File: src/rtl/approx_mul8_seq_pkg.sv
// Shared types and constants for the sequential 8x8 approximate multiplier.
// Holds the FSM state enum, datapath widths and the per-pass shift table.
// Pass k (k = cnt) multiplies one nibble pair and shifts the product left by pass_shift(k).
package approx_mul8_seq_pkg;

    typedef enum logic [1:0] {
        IDLE = 2'd0,
        MUL  = 2'd1,
        DONE = 2'd2
    } state_t;

    localparam int NIB_W = 4;
    localparam int OP_W  = 8;
    localparam int P_W   = 16;

    // Shift per pass, packed low pass first: {cnt3, cnt2, cnt1, cnt0} = {8, 4, 4, 0}
    localparam logic [15:0] PASS_SHIFT_TBL = {4'd8, 4'd4, 4'd4, 4'd0};

    function automatic logic [3:0] pass_shift(input logic [1:0] c);
        return PASS_SHIFT_TBL[{c, 2'b00} +: 4];
    endfunction

endpackage

File: src/rtl/approx_multiplier.sv
// 4x4 approximate unsigned multiplier, purely combinational.
// Ports: a, b (4-bit operands); p (8-bit product, declared [0:7], index 7 is the LSB).
// Approximation: the weight-2 column ORs its two partial products, so the carry is lost.
module approx_multiplier (
    input  logic [3:0] a,
    input  logic [3:0] b,
    output logic [0:7] p
);

    logic [7:0] sum;
    logic       col1;

    always_comb begin
        sum  = 8'd0;
        col1 = (a[1] & b[0]) | (a[0] & b[1]);
        for (int i = 0; i < 4; i++) begin
            for (int j = 0; j < 4; j++) begin
                if (i + j != 1) begin
                    sum = sum + ({7'd0, a[i] & b[j]} << (i + j));
                end
            end
        end
        sum = sum + {6'd0, col1, 1'b0};
    end

    // Positional assignment: sum[7] lands on p[0], sum[0] lands on p[7].
    assign p = sum;

endmodule

File: src/rtl/approx_mul8_seq.sv
// Sequential 8x8 approximate multiplier: four nibble passes through one shared 4x4 core.
// Ports: clk, rst (sync, active-high); in_valid/in_ready/a/b operand handshake;
//        out_valid/out_ready/p result handshake (p registered); busy = not IDLE.
// Latency: result valid 4 edges after accept; holds in DONE until out_ready.
module approx_mul8_seq
    import approx_mul8_seq_pkg::*;
#(
    parameter int LOW_EXACT = 0
) (
    input  logic        clk,
    input  logic        rst,
    input  logic        in_valid,
    output logic        in_ready,
    input  logic [7:0]  a,
    input  logic [7:0]  b,
    output logic        out_valid,
    input  logic        out_ready,
    output logic [15:0] p,
    output logic        busy
);

    state_t              state;
    logic [1:0]          cnt;
    logic [OP_W-1:0]     a_r;
    logic [OP_W-1:0]     b_r;
    logic [P_W-1:0]      acc;

    logic [NIB_W-1:0]    nib_a;
    logic [NIB_W-1:0]    nib_b;
    logic [0:7]          core_raw;
    logic [7:0]          core_prod;
    logic [7:0]          exact_prod;
    logic [7:0]          pass_prod;
    logic [P_W-1:0]      addend;
    logic [P_W-1:0]      acc_nxt;

    assign in_ready = (state == IDLE);
    assign busy     = (state != IDLE);

    // cnt[0] picks the high nibble of a, cnt[1] the high nibble of b.
    assign nib_a = cnt[0] ? a_r[7:4] : a_r[3:0];
    assign nib_b = cnt[1] ? b_r[7:4] : b_r[3:0];

    approx_multiplier u_core (
        .a (nib_a),
        .b (nib_b),
        .p (core_raw)
    );

    // Core output counts its LSB at index 7; flip into a [7:0] value.
    always_comb begin
        core_prod = 8'd0;
        for (int k = 0; k < 8; k++) begin
            core_prod[k] = core_raw[7-k];
        end
    end

    assign exact_prod = {4'd0, nib_a} * {4'd0, nib_b};
    assign pass_prod  = ((LOW_EXACT != 0) && (cnt == 2'd0)) ? exact_prod : core_prod;
    assign addend     = {8'd0, pass_prod} << pass_shift(cnt);
    assign acc_nxt    = acc + addend;   // wraps modulo 2^16

    always_ff @(posedge clk) begin
        if (rst) begin
            state     <= IDLE;
            cnt       <= 2'd0;
            a_r       <= '0;
            b_r       <= '0;
            acc       <= '0;
            p         <= '0;
            out_valid <= 1'b0;
        end else begin
            case (state)
                IDLE: begin
                    if (in_valid) begin
                        a_r   <= a;
                        b_r   <= b;
                        acc   <= '0;
                        cnt   <= 2'd0;
                        state <= MUL;
                    end
                end
                MUL: begin
                    acc <= acc_nxt;
                    cnt <= cnt + 2'd1;
                    if (cnt == 2'd3) begin
                        p         <= acc_nxt;
                        out_valid <= 1'b1;
                        state     <= DONE;
                    end
                end
                DONE: begin
                    if (out_ready) begin
                        out_valid <= 1'b0;
                        state     <= IDLE;
                    end
                end
                default: state <= IDLE;
            endcase
        end
    end

endmodule
File: config.mk
export PLATFORM = sky130hd
export DESIGN_NAME = approx_mul8_seq
export DESIGN_NICKNAME = d
export VERILOG_FILES = /design/src/rtl/approx_mul8_seq_pkg.sv /design/src/rtl/approx_multiplier.sv /design/src/rtl/approx_mul8_seq.sv
export SDC_FILE = /design/constraint.sdc
export NUM_CORES = 1
export LEC_CHECK = 0
export ABC_AREA = 1
export CAP_MARGIN = 0
export CORE_ASPECT_RATIO = 1.4
export CORE_MARGIN = 8
export CORE_UTILIZATION = 55
export CTS_CLUSTER_DIAMETER = 150
export DETAILED_ROUTE_END_ITERATION = 12
export PLACE_DENSITY = 0.8
export SETUP_SLACK_MARGIN = 0.05
export SYNTH_ARGS = -nofsm -noshare
export SYNTH_HDL_FRONTEND = slang
export SYNTH_SLANG_ARGS = --single-unit
File: constraint.sdc
create_clock -name clk -period 7 [get_ports clk]
set_input_delay 1.05 -clock clk [delete_from_list [all_inputs] [get_ports clk]]
set_output_delay 1.05 -clock clk [all_outputs]
set_load 0.03 [all_outputs]
==> results of run 1 <==
==> how the worst max path moves through the flow <==
stage / from / cells past startpoint / to
2_1_floorplan: cnt[1]$_SDFFE_PP0P_ / 20 / p[11]$_SDFFE_PP0P_
3_3_place_gp: cnt[0]$_SDFFE_PP0P_ / 19 / p[11]$_SDFFE_PP0P_
3_5_place_dp: cnt[0]$_SDFFE_PP0P_ / 19 / p[11]$_SDFFE_PP0P_
5_1_grt: cnt[0]$_SDFFE_PP0P_ / 19 / p[11]$_SDFFE_PP0P_
6_report: cnt[0]$_SDFFE_PP0P_ / 19 / p[11]$_SDFFE_PP0P_
4_1_cts: cnt[0]$_SDFFE_PP0P_ / 19 / p[11]$_SDFFE_PP0P_
==> registers in the layout, summed over array words and instances (netlist names) <==
name       count
cnt            2
b_r            8
acc           16
p             16
a_r            8
state          2
out_valid      1
==> cell families (layout without fill, tap and decap cells) <==
| group | after synthesis | count (layout) |
|---|---|---|
| xor gates and xnor gates | 9 | 9 |
| AOI/OAI and AO/OA | 92 | 92 |
| adders and majority gates | 29 | 29 |
| buffers and inverters | 74 | 105 |
| and+or+nand+nor | 233 | 233 |
| muxes | 2 | 2 |
| DFF | 53 | 53 |
==> metrics by stage <==
stage	setup slack, ns	power, mW	std cells	area (sq um)
after floorplan	3.02	0.402	492	3370
after global placement	2.72	0.437	585	3780
after detailed placement	2.65	0.439	585	3780
after CTS	2.64	0.608	593	3860
after global routing	2.16	0.632	593	3860
final	2.62	0.602	593	3860
==> layer usage <==
| metal | wire (um) | track usage, % | vias up |
|---|---|---|---|
| met5 | 0 | 0 | - |
| met4 | 405 | 10.8 | 0 |
| met3 | 369 | 4.15 | 31 |
| met2 | 4360 | 36.0 | 64 |
| met1 | 3280 | 20.5 | 1454 |
| li1 | - | - | 1630 |
==> critical path, delay by kind of cell (launching register included) <==
kind,cells,cell delay (ns)
xor gates and xnor gates,1,0.16
DFF,1,0.50
muxes,1,0.40
AOI/OAI and AO/OA,4,0.73
buffers and inverters,3,0.19
adders and majority gates,5,1.85
and+or+nand+nor,5,0.47
==> Yosys cell counts (2+ instances only) <==
master      n  area share (%)
nand2_1   141              16
a21oi_1    57             8.5
dfxtp_1    53              32
inv_1      47             5.2
nor2_1     46             5.1
ha_1       23             8.6
nand3_1    23             3.4
o21ai_0    16             2.4
inv_2       9             1.0
clkbuf_1    8            0.89
buf_2       7             1.0
nand2_2     7             1.3
a211oi_1    6             1.3
fa_1        6             3.6
xor2_1      6             1.6
a21oi_2     4             1.0
nand3b_1    3            0.67
nand4_1     3            0.56
o21ai_1     3            0.45
or2_1       3            0.56
a21o_1      2            0.45
buf_1       2            0.22
mux2i_1     2            0.59
o21bai_1    2            0.45
or2_2       2            0.37
xnor2_1     2            0.52
==> power breakdown <==
| group | internal [mW] | switching, mW |
|---|---|---|
| registers | 0.311 | 0.00574 |
| logic | 0.0412 | 0.0744 |
| clock network | 0.0706 | 0.0988 |
| total | 0.423 | 0.179 |
==> area by class of cell <==
type / count / area share [%]
multi-input combinational: 365 / 52.1
tap: 70 / 2.27
inverter: 56 / 5.44
sequential: 53 / 27.5
timing repair buffer: 41 / 10.4
clock inverter: 2 / 0.389
clock buffer: 6 / 1.88
==> results.md, run 1 <==
| Metric | Reported | Unit |
|---|---|---|
| Clock buffer count from CTS | 5 | - |
| Final-layout worst hold slack | 0.470 | ns |
| EDFF count, synth | 0 | - |
| Initial DRC count | 184 | - |
| Largest family of logic cells by synthesized area | simple AND/OR/NAND/NOR gates | - |
| Share of synthesized area spent on multiplexers | 0.595 | % |
| Synthesized netlist net count | 541 | - |
| Via count of the first global-routing pass | 3,176 | - |
| Wire length per cell | 14.2 | um |
| Power density over the cells | 156 | nW/um^2 |
| Most common flop cell mapped by yosys | dfxtp_1 | - |
| Xor/xnor cell area share of the yosys netlist | 2.57 | % |
| Weighted congestion at the end of routability-driven global placement | 0.960 | - |
| Post-CTS Setup Repair Bufs | 0 | - |
| Fraction of the mapped netlist area in adder cells | 12.1 | % |
| Area of the core | 5900 | sq um |
| Critical R2R Launch | cnt[0]$_SDFFE_PP0P_ | - |
| Layout Utilization | 65.4 | % |
| Clock edge transition at the registers on the reported setup and hold paths | 0.09 | ns |
| Area used by multi-input combinational logic | 2010 | sq um |
| Worst reg2reg setup slack | 2.62 | ns |
| Net total in the final layout | 571 | - |
| Mapped cell area | 3370 | sq um |
| Arr. time, crit path | 4.62 | ns |
| RSZ-0062 raised after global routing | no | - |
| P_leak | 1.74 | nW |
| Number of warnings printed during yosys synthesis | 0 | - |
| Post-synthesis share of cell area spent on and, or, nand and nor gates | 29.4 | % |
| Crit path launch type | register | - |
| Layout overhead on the synthesized area | 14.8 | % |
| First-pass GRT wire length | 14,100 | um |
| Total I/O pin count | 39 | - |
| Vias | 3,179 | - |
| Startpoint of the tightest hold check path | p[1]$_SDFFE_PP0P_ | - |
| Final hold vios | 0 | - |
| Overall Global Routing Usage | 19.9 | % |
| Count of cells along the worst hold path | 2 | - |
| Crit path max fanout | 10 | - |
| HPWL after detailed placement | 6610 | um |
| Count of endpoints failing setup in the final report | 0 | - |
| Detailed Route WL | 8410 | um |
| Hold buffer count at CTS | 0 | - |
| Worst Max-Slew Pin Slew | 0.522 | ns |
| Routed via count divided by cell count | 5.36 | - |
| Period minus WS final | 4.38 | ns |
| Most frequent cells in the layout | 141 x nand2_1, 57 x a21oi_1, 53 x dfxtp_1 | - |
| Cells resized by post-CTS repair | 0 | - |
| Leading cell type in the layout, fill and taps excluded | nand2_1 | - |
| Fraction of layout cells with a size suffix above 1 | 7.27 | % |
| DIE WIDTH | 82.1 | um |
| Stage delay of the slowest cell on the critical path | 0.50 | ns |
| Share of async-settable or async-resettable flops after synthesis | 0 | % |
| Fraction of the mapped netlist area in compound gates | 15.2 | % |
| Post-route DRC violation count | 0 | - |
| Sequential share of the synthesized area | 31.5 | % |
| Antenna violations before repair | 0 | - |
| Filler cell count in the final layout | 527 | - |
| Status | finished, final reports clean | - |
| Pin count of the biggest net entering global routing | 51 | - |
| Number of H-tree branching levels | 2 | - |
| Max-cap check violation count | 0 | - |
| # diodes | 0 | - |
| Highest-delay cell along the critical path | dfxtp_1 | - |
| List of cells traversed by the critical path | mux2i_1 > nor2_1 > fa_1 > inv_1 > fa_1 > inv_1 > ha_1 > fa_1 > o21ai_0 > nor2_1 > ha_1 > nand2_1 > inv_1 > a21oi_1 > nand2_2 > a21oi_1 > xnor2_1 > nand2_1 > a21oi_1 | - |
| Reg-to-Reg End | p[11]$_SDFFE_PP0P_ | - |
| Final Max Slew Viols | 0 | - |
| Clock tree from TritonCTS | done | - |
| Library cell used as clock root buffer | clkbuf_8 | - |
| Area taken by flip-flops and latches | 1060 | sq um |
| Peak supply drop | 0.111 | mV |
| Post-Route Skew | 0.00883 | ns |
| Final antenna-violating net count | 0 | - |
| Skew-Pair Late Insertion Delay | 0.31 | ns |
| Critical path endpoint category | register | - |
| Count of buffers from port buffering | 38 | - |
| Clock sink total | 53 | - |
| Row cnt | 33 | - |
| Initial standard-cell utilization of the core | 57.0 | % |
| Achievable Freq | 0.228 | GHz |
| Req. time, crit path | 7.24 | ns |
| Synth Instances | 492 | - |
| First drt pass iteration count | 4 | - |
| Overall die height | 109 | um |
| Class of the most critical setup path | register to register | - |
| Per-instance average area after synthesis | 6.84 | sq um |
| Flip-flop and latch count after synthesis | 53 | - |
| Count of different cell masters after synthesis | 35 | - |
| Final critical-path share of the clock period | 62.6 | % |
| R2R cell count | 19 | - |
| Overflow left after global routing | 0 | - |
| Remaining max-slew budget at the tightest pin | 65.2 | % |
| Buffer depth of the longest clock path | 2 | - |
| Class of the worst hold path | register to register | - |
| Hold path endpoint | p[1]$_SDFFE_PP0P_ | - |
| Overall die area | 8910 | sq um |
| Sum Neg Setup Slack | 0 | ns |
(Power assumes the default switching activity.)
==> run 2: changes to the inputs <==
CORE_UTILIZATION = 51   (was 55)
PLACE_DENSITY = 0.78   (was 0.8)
clock period = 3.8 ns   (was 7 ns; I/O delays follow)
==> results.md, run 2 (synthesized netlist as in run 1, its figures left out) <==
| Metric | Reported | Unit |
|---|---|---|
| Status | complete, but fails checks | - |
| Violations in the final reports | setup timing | - |
| Total I/O pin count | 39 | - |
| DIE WIDTH | 84.7 | um |
| Startpoint of the tightest hold check path | p[0]$_SDFFE_PP0P_ | - |
| Pin count of the biggest net entering global routing | 43 | - |
| Clock tree from TritonCTS | done | - |
| First-pass GRT wire length | 16,300 | um |
| Skew-Pair Late Insertion Delay | 0.31 | ns |
| Buffer depth of the longest clock path | 2 | - |
| Period minus WS final | 3.97 | ns |
| Remaining max-slew budget at the tightest pin | 67.8 | % |
| Biggest regs | acc (16), p (16) | - |
| Total power after layout | 1.23 | mW |
| Vias | 3,396 | - |
| Final antenna-violating net count | 0 | - |
| Crit path launch type | register | - |
| Crit path max fanout | 8 | - |
| Power density over the cells | 264 | nW/um^2 |
| Net switching component of the power | 390 | uW |
| Final critical-path share of the clock period | 104 | % |
| Clock sink total | 53 | - |
| Gate power share | 25.0 | % |
| Library cell used as clock root buffer | clkbuf_8 | - |
| Net total in the final layout | 613 | - |
| List of cells traversed by the critical path | mux2i_4 > nor2_2 > fa_1 > inv_2 > fa_2 > inv_2 > ha_4 > fa_2 > o21ai_2 > nor2_2 > ha_4 > nand2_4 > nor2_1 > nand2_1 > nand2_2 > a21oi_2 > xnor2_2 > nand2_1 > a21oi_1 | - |
| Final hold vios | 0 | - |
| # diodes | 0 | - |
| Stage delay of the slowest cell on the critical path | 0.53 | ns |
| Hold path endpoint | p[0]$_SDFFE_PP0P_ | - |
| Highest-delay cell along the critical path | fa_1 | - |
| Initial standard-cell utilization of the core | 51.9 | % |
| Max-cap check violation count | 0 | - |
| Fraction of layout cells with a size suffix above 1 | 28.5 | % |
| Initial DRC count | 203 | - |
| Clock buffer count from CTS | 5 | - |
| Detailed Route WL | 10,000 | um |
| Antenna violations before repair | 0 | - |
| Count of buffers from port buffering | 38 | - |
| Overall die height | 112 | um |
| Arr. time, crit path | 4.21 | ns |
| Post-route DRC violation count | 0 | - |
| Row cnt | 35 | - |
| Most frequent cells in the layout | 124 x nand2_1, 51 x dfxtp_1, 49 x a21oi_1 | - |
| Placed insts | 624 | - |
| Post-Route Skew | 0.00506 | ns |
| Worst reg2reg setup slack | -0.17 | ns |
| Routed via count divided by cell count | 5.31 | - |
| Req. time, crit path | 4.05 | ns |
| Area of the core | 6480 | sq um |
| Final Max Slew Viols | 0 | - |
| Weighted congestion at the end of routability-driven global placement | 0.943 | - |
| Class of the worst hold path | register to register | - |
| Fraction of power consumed by the clock network | 27.1 | % |
| Critical R2R Launch | cnt[0]$_SDFFE_PP0P_ | - |
| Reg-to-Reg End | p[11]$_SDFFE_PP0P_ | - |
| Filler cell count in the final layout | 506 | - |
| First drt pass iteration count | 4 | - |
| Count of cells along the worst hold path | 2 | - |
| Class of the most critical setup path | register to register | - |
| HPWL after detailed placement | 7510 | um |
| PnR worst setup slack | -0.166 | ns |
| Number of H-tree branching levels | 2 | - |
| Worst Max-Slew Pin Slew | 0.482 | ns |
| Count of non-filler cells in the finished layout | 639 | - |
| Overall die area | 9490 | sq um |
| Leading cell type in the layout, fill and taps excluded | nand2_1 | - |
| Pre-CTS setup slack | -0.369 | ns |
| Hold buffer count at CTS | 0 | - |
| Overall Global Routing Usage | 21.2 | % |
| Sequential fraction of design power | 47.9 | % |
| Overflow left after global routing | 0 | - |
| Via count of the first global-routing pass | 3,498 | - |
| P_leak | 2.06 | nW |
| Wire length per cell | 15.7 | um |
| Peak supply drop | 0.177 | mV |
| Count of endpoints failing setup in the final report | 20 | - |
| Clock edge transition at the registers on the reported setup and hold paths | 0.10 | ns |
| Layout overhead on the synthesized area | 38.4 | % |
| Proportion of total power due to net switching | 31.7 | % |
| Int Pwr | 838 | uW |
| Critical path endpoint category | register | - |
| Achievable Freq | 0.252 | GHz |
| R2R cell count | 19 | - |
| RSZ-0062 raised after global routing | yes | - |
run 2: cell count changes in the layout (fill, tap and decap cells not counted), moves of 6 or more:
cell and delta:
a21oi_1 -8, buf_4 +41, ha_1 -9, ha_4 +7, inv_1 -7, nand2_1 -17, nand2_2 +12, nand3_1 -7
nand3_2 +6, nor2_1 -10, nor2_2 +9, o21ai_0 -10, o21ai_2 +7
run 2: worst max-delay path: cells and delay by family (launching register included):
kind / cells / cell delay [ns]
adders and majority gates: 5 / 1.82
and+or+nand+nor: 7 / 0.58
DFF: 1 / 0.44
AOI/OAI and AO/OA: 3 / 0.40
muxes: 1 / 0.29
xor gates and xnor gates: 1 / 0.25
buffers and inverters: 2 / 0.12
run 2: routing by layer:
layer / part of all wire [%] / GRT usage, %
met5: 0 / 0
met4: 6.3 / 13.4
met3: 4.1 / 3.95
met2: 55 / 41.3
met1: 35 / 19.5
run 2: area by class of cell:
cell class	instances	area, sq um	area share, %
Timing Repair Buffer	83	722	15.5
Inverter	56	215	4.62
Multi-Input combinational cell	365	2470	53.0
Tap cell	74	92.6	1.99
Clock buffer	5	68.8	1.48
Sequential cell	53	1070	22.9
Clock inverter	3	21.3	0.457
run 2: power by group through the flow:
stage | logic [mW] | clock network (mW) | registers, mW
2_1_floorplan | 0.157 | 0 | 0.594
3_3_place_gp | 0.248 | 0 | 0.599
3_5_place_dp | 0.251 | 0 | 0.599
4_1_cts | 0.292 | 0.335 | 0.587
5_1_grt | 0.336 | 0.353 | 0.590
6_report | 0.308 | 0.332 | 0.588
run 2: how the worst max path moves through the flow:
stage                              from              endpoint  slack [ns]  cells after the start
finish              cnt[0]$_SDFFE_PP0P_    p[11]$_SDFFE_PP0P_       -0.17                     19
global route        cnt[0]$_SDFFE_PP0P_    p[11]$_SDFFE_PP0P_       -0.33                     19
CTS                 cnt[1]$_SDFFE_PP0P_     p[8]$_SDFFE_PP0P_       -0.08                     22
detailed placement  cnt[0]$_SDFFE_PP0P_  acc[12]$_SDFFE_PP0P_       -0.37                     20
global placement    cnt[0]$_SDFFE_PP0P_    p[11]$_SDFFE_PP0P_       -0.32                     18
floorplan           cnt[0]$_SDFFE_PP0P_     p[8]$_SDFFE_PP0P_      0.0007                     23
run 2: per-stage QoR:
| stage | hold slack (ns) | setup TNS [ns] | util (%) | area [sq um] |
|---|---|---|---|---|
| after floorplan | 0.439 | 0 | - | 3440 |
| after global placement | 0.448 | -4.39 | 63.3 | 4110 |
| after detailed placement | 0.458 | -6.02 | 63.3 | 4110 |
| after CTS | 0.474 | -0.546 | 69.9 | 4530 |
| after global routing | 0.492 | -5.14 | 71.9 | 4660 |
| final | 0.467 | -1.42 | 71.9 | 4660 |
run 2: timing repair:
action,in CTS,in global routing
pin swaps,40,30
setup endpoints to repair,22,22
endpoints found under the hold margin,0,0
setup buffers,8,2
gates resized for setup,59,33
==> RTL change 1: new RTL, settings of run 1 <==
The 3 states of `state_t` get a one-hot encoding in 3 bits.
--- a/src/rtl/approx_mul8_seq_pkg.sv
+++ b/src/rtl/approx_mul8_seq_pkg.sv
@@ -4,8 +4,8 @@
 package approx_mul8_seq_pkg;
 
-    typedef enum logic [1:0] {
-        IDLE = 2'd0,
-        MUL  = 2'd1,
-        DONE = 2'd2
+    typedef enum logic [2:0] {
+        IDLE = 3'b001,
+        MUL  = 3'b010,
+        DONE = 3'b100
     } state_t;
 
Function: no difference found for any inputs over 4 cycles, from zero or initial values and one cycle with rst high; so few cycles prove little.
==> RTL change 1 against run 1 <==
- fmax down 2.3%
- die area up 3.0%
- cell area up 2.6%
- sequential cell count up 1
- largest cell class unchanged
- clock power up 35%
- total power up 11%
- area after synthesis up 3.7%
- critical path type unchanged
- worst setup slack worse by 0.10 ns
- count of clock-buffer cells in the layout unchanged
- synthesized cell count up 0.61%
- wire length up 2.6%
==> RTL change 1: results (changes against run 1) <==
run_status:
  status: "finished, final reports clean"
clock_tree:
  clock_latency_ns: 0.31  # about the same
  cts_root_buf: "clkbuf_8"
  h-tree-depth: 2  # unchanged
  clockBufferDepth: 2  # unchanged
hold_path:
  hold_end: "a_r[4]"
  min_from: "a_r[4]"
layout:
  nets: 573  # +0.35%
  fill_cells: 571  # +8.3%
  layout-drive-gt1-share: 0.08571  # +0.01306
  reg.largest.list: "acc (16), p (16)"
yosys:
  synth_cell_types: 38  # +8.6%
  synth_nets: 544  # +0.55%
  synthArstFlopShare: 0  # unchanged
  synth_common_cells: "nand2_1, nor2_1, dfxtp_1"
  synth_area_leaders: "dfxtp_1, nand2_1, ha_1, nor2_1, a21oi_1"
  ys_warn_count: 0  # unchanged
  ys_seq_area_frac: 0.3098  # -0.005453
  syn-instance-count: 495  # +0.61%
critical_path:
  cpMaxStageDelayCell: "fa_1"
  rrSetupSlack_ns: 2.51  # -0.10 ns
  reg2reg_depth: 23  # +4
  regToRegEndpoint: "p[15]"
  timing.rr.start: "cnt[1]"
  arrival_ns: 4.71  # +0.09 ns
  slowest_delay_ns: 0.56  # +0.06 ns
  path_max_fanout: 7  # -3
  crit_family: "adder cells"
placed_design:
  dpl_worst_slack_ns: 2.550  # -0.09671 ns
  gp_congestion: 1.005  # +4.6%
  dp_hpwl_um: 6722  # +1.7%
  port_buffers: 38  # unchanged
  dp_cells: 589  # +0.68%
drt:
  met2RoutedLength_um: 4480  # +2.8%
  via_per_inst: 5.420  # +1.1%
  dr_wl_met3_um: 379  # +2.7%
  drtIter0Drc: 125  # -32%
  first_pass_iters: 4  # unchanged
  routed_wl_um: 8631  # +2.6%
  vias: 3236  # +1.8%
  met1_length_um: 3272  # -0.18%
pwr:
  ir_drop_v: 0.0001176  # +6.2%
  power_clock_uw: 228  # +35%
  p_leak_nw: 1.847  # +6.0%
  p_sw_uw: 190.0  # +6.2%
  pwr-share-seq: 0.487  # -0.039
  p_per_area_nw_per_um2: 168.8  # +8.4%
global_route:
  grt_pass1_wl_um: 14710  # +4.0%
  grt_pass1_vias: 3325  # +4.7%
  grt_max_degree: 36  # -29%
  grt_usage: 0.1936  # -0.005562
sta:
  skew_ns: 0.006425  # -0.002402 ns
  fmax_ghz: 0.2229  # -2.3%
  slew_headroom: 0.6350  # -0.01695
## RTL change 1: cell count changes after synthesis, moves of 6 or more
cell | before | now
nor2_1 | 46 | 71
o21ai_1 | 3 | 9
o21ai_0 | 16 | 26
nand2_1 | 141 | 103
a21oi_1 | 57 | 43
## RTL change 1: final cells by class
| cell class | count | area [um^2] | share of cell area |
|---|---|---|---|
| multi-input combinational | 365 | 2057 | 0.5188 |
| sequential | 54 | 1081 | 0.2726 |
| timing repair buffer | 40 | 395.4 | 0.09972 |
| inverter | 58 | 220.2 | 0.05554 |
| tap | 72 | 90.09 | 0.02272 |
| clock buffer | 6 | 82.58 | 0.02083 |
| clock inverter | 2 | 38.79 | 0.009782 |
## RTL change 1: per-layer routing
layer  up-vias  GRT usage
met1      1462     0.1926
met2        88     0.3582
met5         -          0
li1       1655          -
met4         0     0.1398
met3        31    0.03603
## RTL change 1: worst max-delay path by stage
stage,to,start
2_1_floorplan,p[15],cnt[1]
3_3_place_gp,p[15],cnt[1]
3_5_place_dp,p[15],cnt[1]
4_1_cts,p[15],cnt[1]
5_1_grt,p[15],cnt[1]
6_report,p[15],cnt[1]
## RTL change 1: logic make-up after synthesis
logic type / Yosys count / synth area share
fa+ha+maj: 29 / 0.1169
xor+xnor: 9 / 0.02259
simple gates: 233 / 0.3012
flops: 54 / 0.3098
buf+inv: 76 / 0.1007
mux: 4 / 0.01147
compound gates: 90 / 0.1373
## RTL change 1: through the flow
step | utilization | hold WS, ns | area, um^2
2_1_floorplan | - | 0.4293 | 3490
3_3_place_gp | 0.6231 | 0.4435 | 3844
3_5_place_dp | 0.6231 | 0.4482 | 3844
4_1_cts | 0.6428 | 0.4634 | 3965
5_1_grt | 0.6428 | 0.4955 | 3965
6_report | 0.6428 | 0.4605 | 3965
==> RTL change 2: new RTL, flow settings as in run 1 <==
Without the edit above. Reset style: asynchronous (`rst`), changed in one clocked block.
--- a/src/rtl/approx_mul8_seq.sv
+++ b/src/rtl/approx_mul8_seq.sv
@@ -61,5 +61,5 @@
     assign acc_nxt    = acc + addend;   // wraps modulo 2^16
 
-    always_ff @(posedge clk) begin
+    always_ff @(posedge clk or posedge rst) begin
         if (rst) begin
             state     <= IDLE;
Function: differs if rst is asserted again (counterexample within 4 cycles, from zero or initial values and one cycle with rst high); with rst held inactive, the same outputs for 4 cycles.
==> RTL change 2 against run 1 <==
- fmax decreased by 0.14%
- clock skew increased by 0.0050 ns
- critical path depth increased by 1
- wire length decreased by 5.4%
- worst setup slack got worse by 0.0060 ns
- synthesized cell count decreased by 10%
- via count decreased by 6.8%
- first-iteration DRC count decreased by 32%
- cell area increased by 1.8%
- area after synthesis increased by 2.0%
- sequential cell count unchanged
- critical endpoint is now acc[15]
Power is not shown: default switching activity piles up to over one toggle a cycle in this logic, so the estimate is an artifact.
==> RTL change 2: results (changes against run 1) <==
hold_path:
  hold_end: "p[9]"
critical_path:
  arrival_ns: 4.60  # -0.02 ns
  cpMaxStageDelayCell: "fa_1"
  slowest_delay_ns: 0.54  # +0.04 ns
  cp-endpoint: "acc[15]"
drt:
  met1_length_um: 3057  # -6.7%
  dr_wl_met3_um: 374  # +1.4%
  vias: 2964  # -6.8%
  met2RoutedLength_um: 4150  # -4.7%
  first_pass_iters: 5  # +1
global_route:
  grt_usage: 0.1949  # -0.004239
  grtUsageMet3: 0.03191  # -0.009613
  grt_pass1_vias: 3183  # +0.22%
  grt_max_degree: 54  # +5.9%
  grtUsageMet2: 0.3454  # -0.01453
  globalRouteMet1Util: 0.2088  # +0.003897
yosys:
  synthAdderAreaFrac: 0.1188  # -0.002342
  synth_nets: 492  # -9.1%
  synth_area_leaders: "dfrtp_1, nand2_1, ha_1, nand3_1, inv_1"
  ys_seq_area_frac: 0.3864  # +0.07120
  synthArstFlopShare: 1.000  # +1.000
  synth_ff_type: "dfrtp_1"
  synth_cell_types: 34  # -2.9%
sta:
  worst_pin_slew_ns: 1.075  # +0.5531 ns
  hold_slack_ns: 0.4841  # +0.01386 ns
  skew_ns: 0.01384  # +0.005009 ns
run_status:
  status: "finished, final reports clean"
placed_design:
  dpl_worst_slack_ns: 2.653  # +0.006000 ns
  dp_cells: 542  # -7.4%
  gp_congestion: 0.9378  # -2.4%
layout:
  layout-drive-gt1-share: 0.07322  # +0.0005640
[RTL change 2: changes by cell type after synthesis, sizes merged, moves of 3 or more]
cell,change
clkbuf,-5
xor2,-5
nand3,+11
a21oi,-32
o21ai,+10
a211oi,-6
dfxtp,-53
mux2,+8
dfrtp,+53
inv,-7
nand2,-22
nor2,-3
[RTL change 2: metrics by stage]
stage,utilization,instance area [um^2]
after global placement,0.6283,3849
after detailed placement,0.6283,3849
after CTS,0.6424,3935
after global routing,0.6424,3935
final,0.6424,3935
after floorplan,-,3432
[RTL change 2: area by class of cell]
| type | count | area [um^2] |
|---|---|---|
| clock buffers | 5 | 68.82 |
| clock inverters | 3 | 17.52 |
| well taps | 72 | 90.09 |
| repair buffers | 38 | 380.4 |
| multi-input cells | 330 | 1866 |
| fillers | 556 | 2191 |
| flip-flops and latches | 53 | 1326 |
| inverters | 49 | 186.4 |
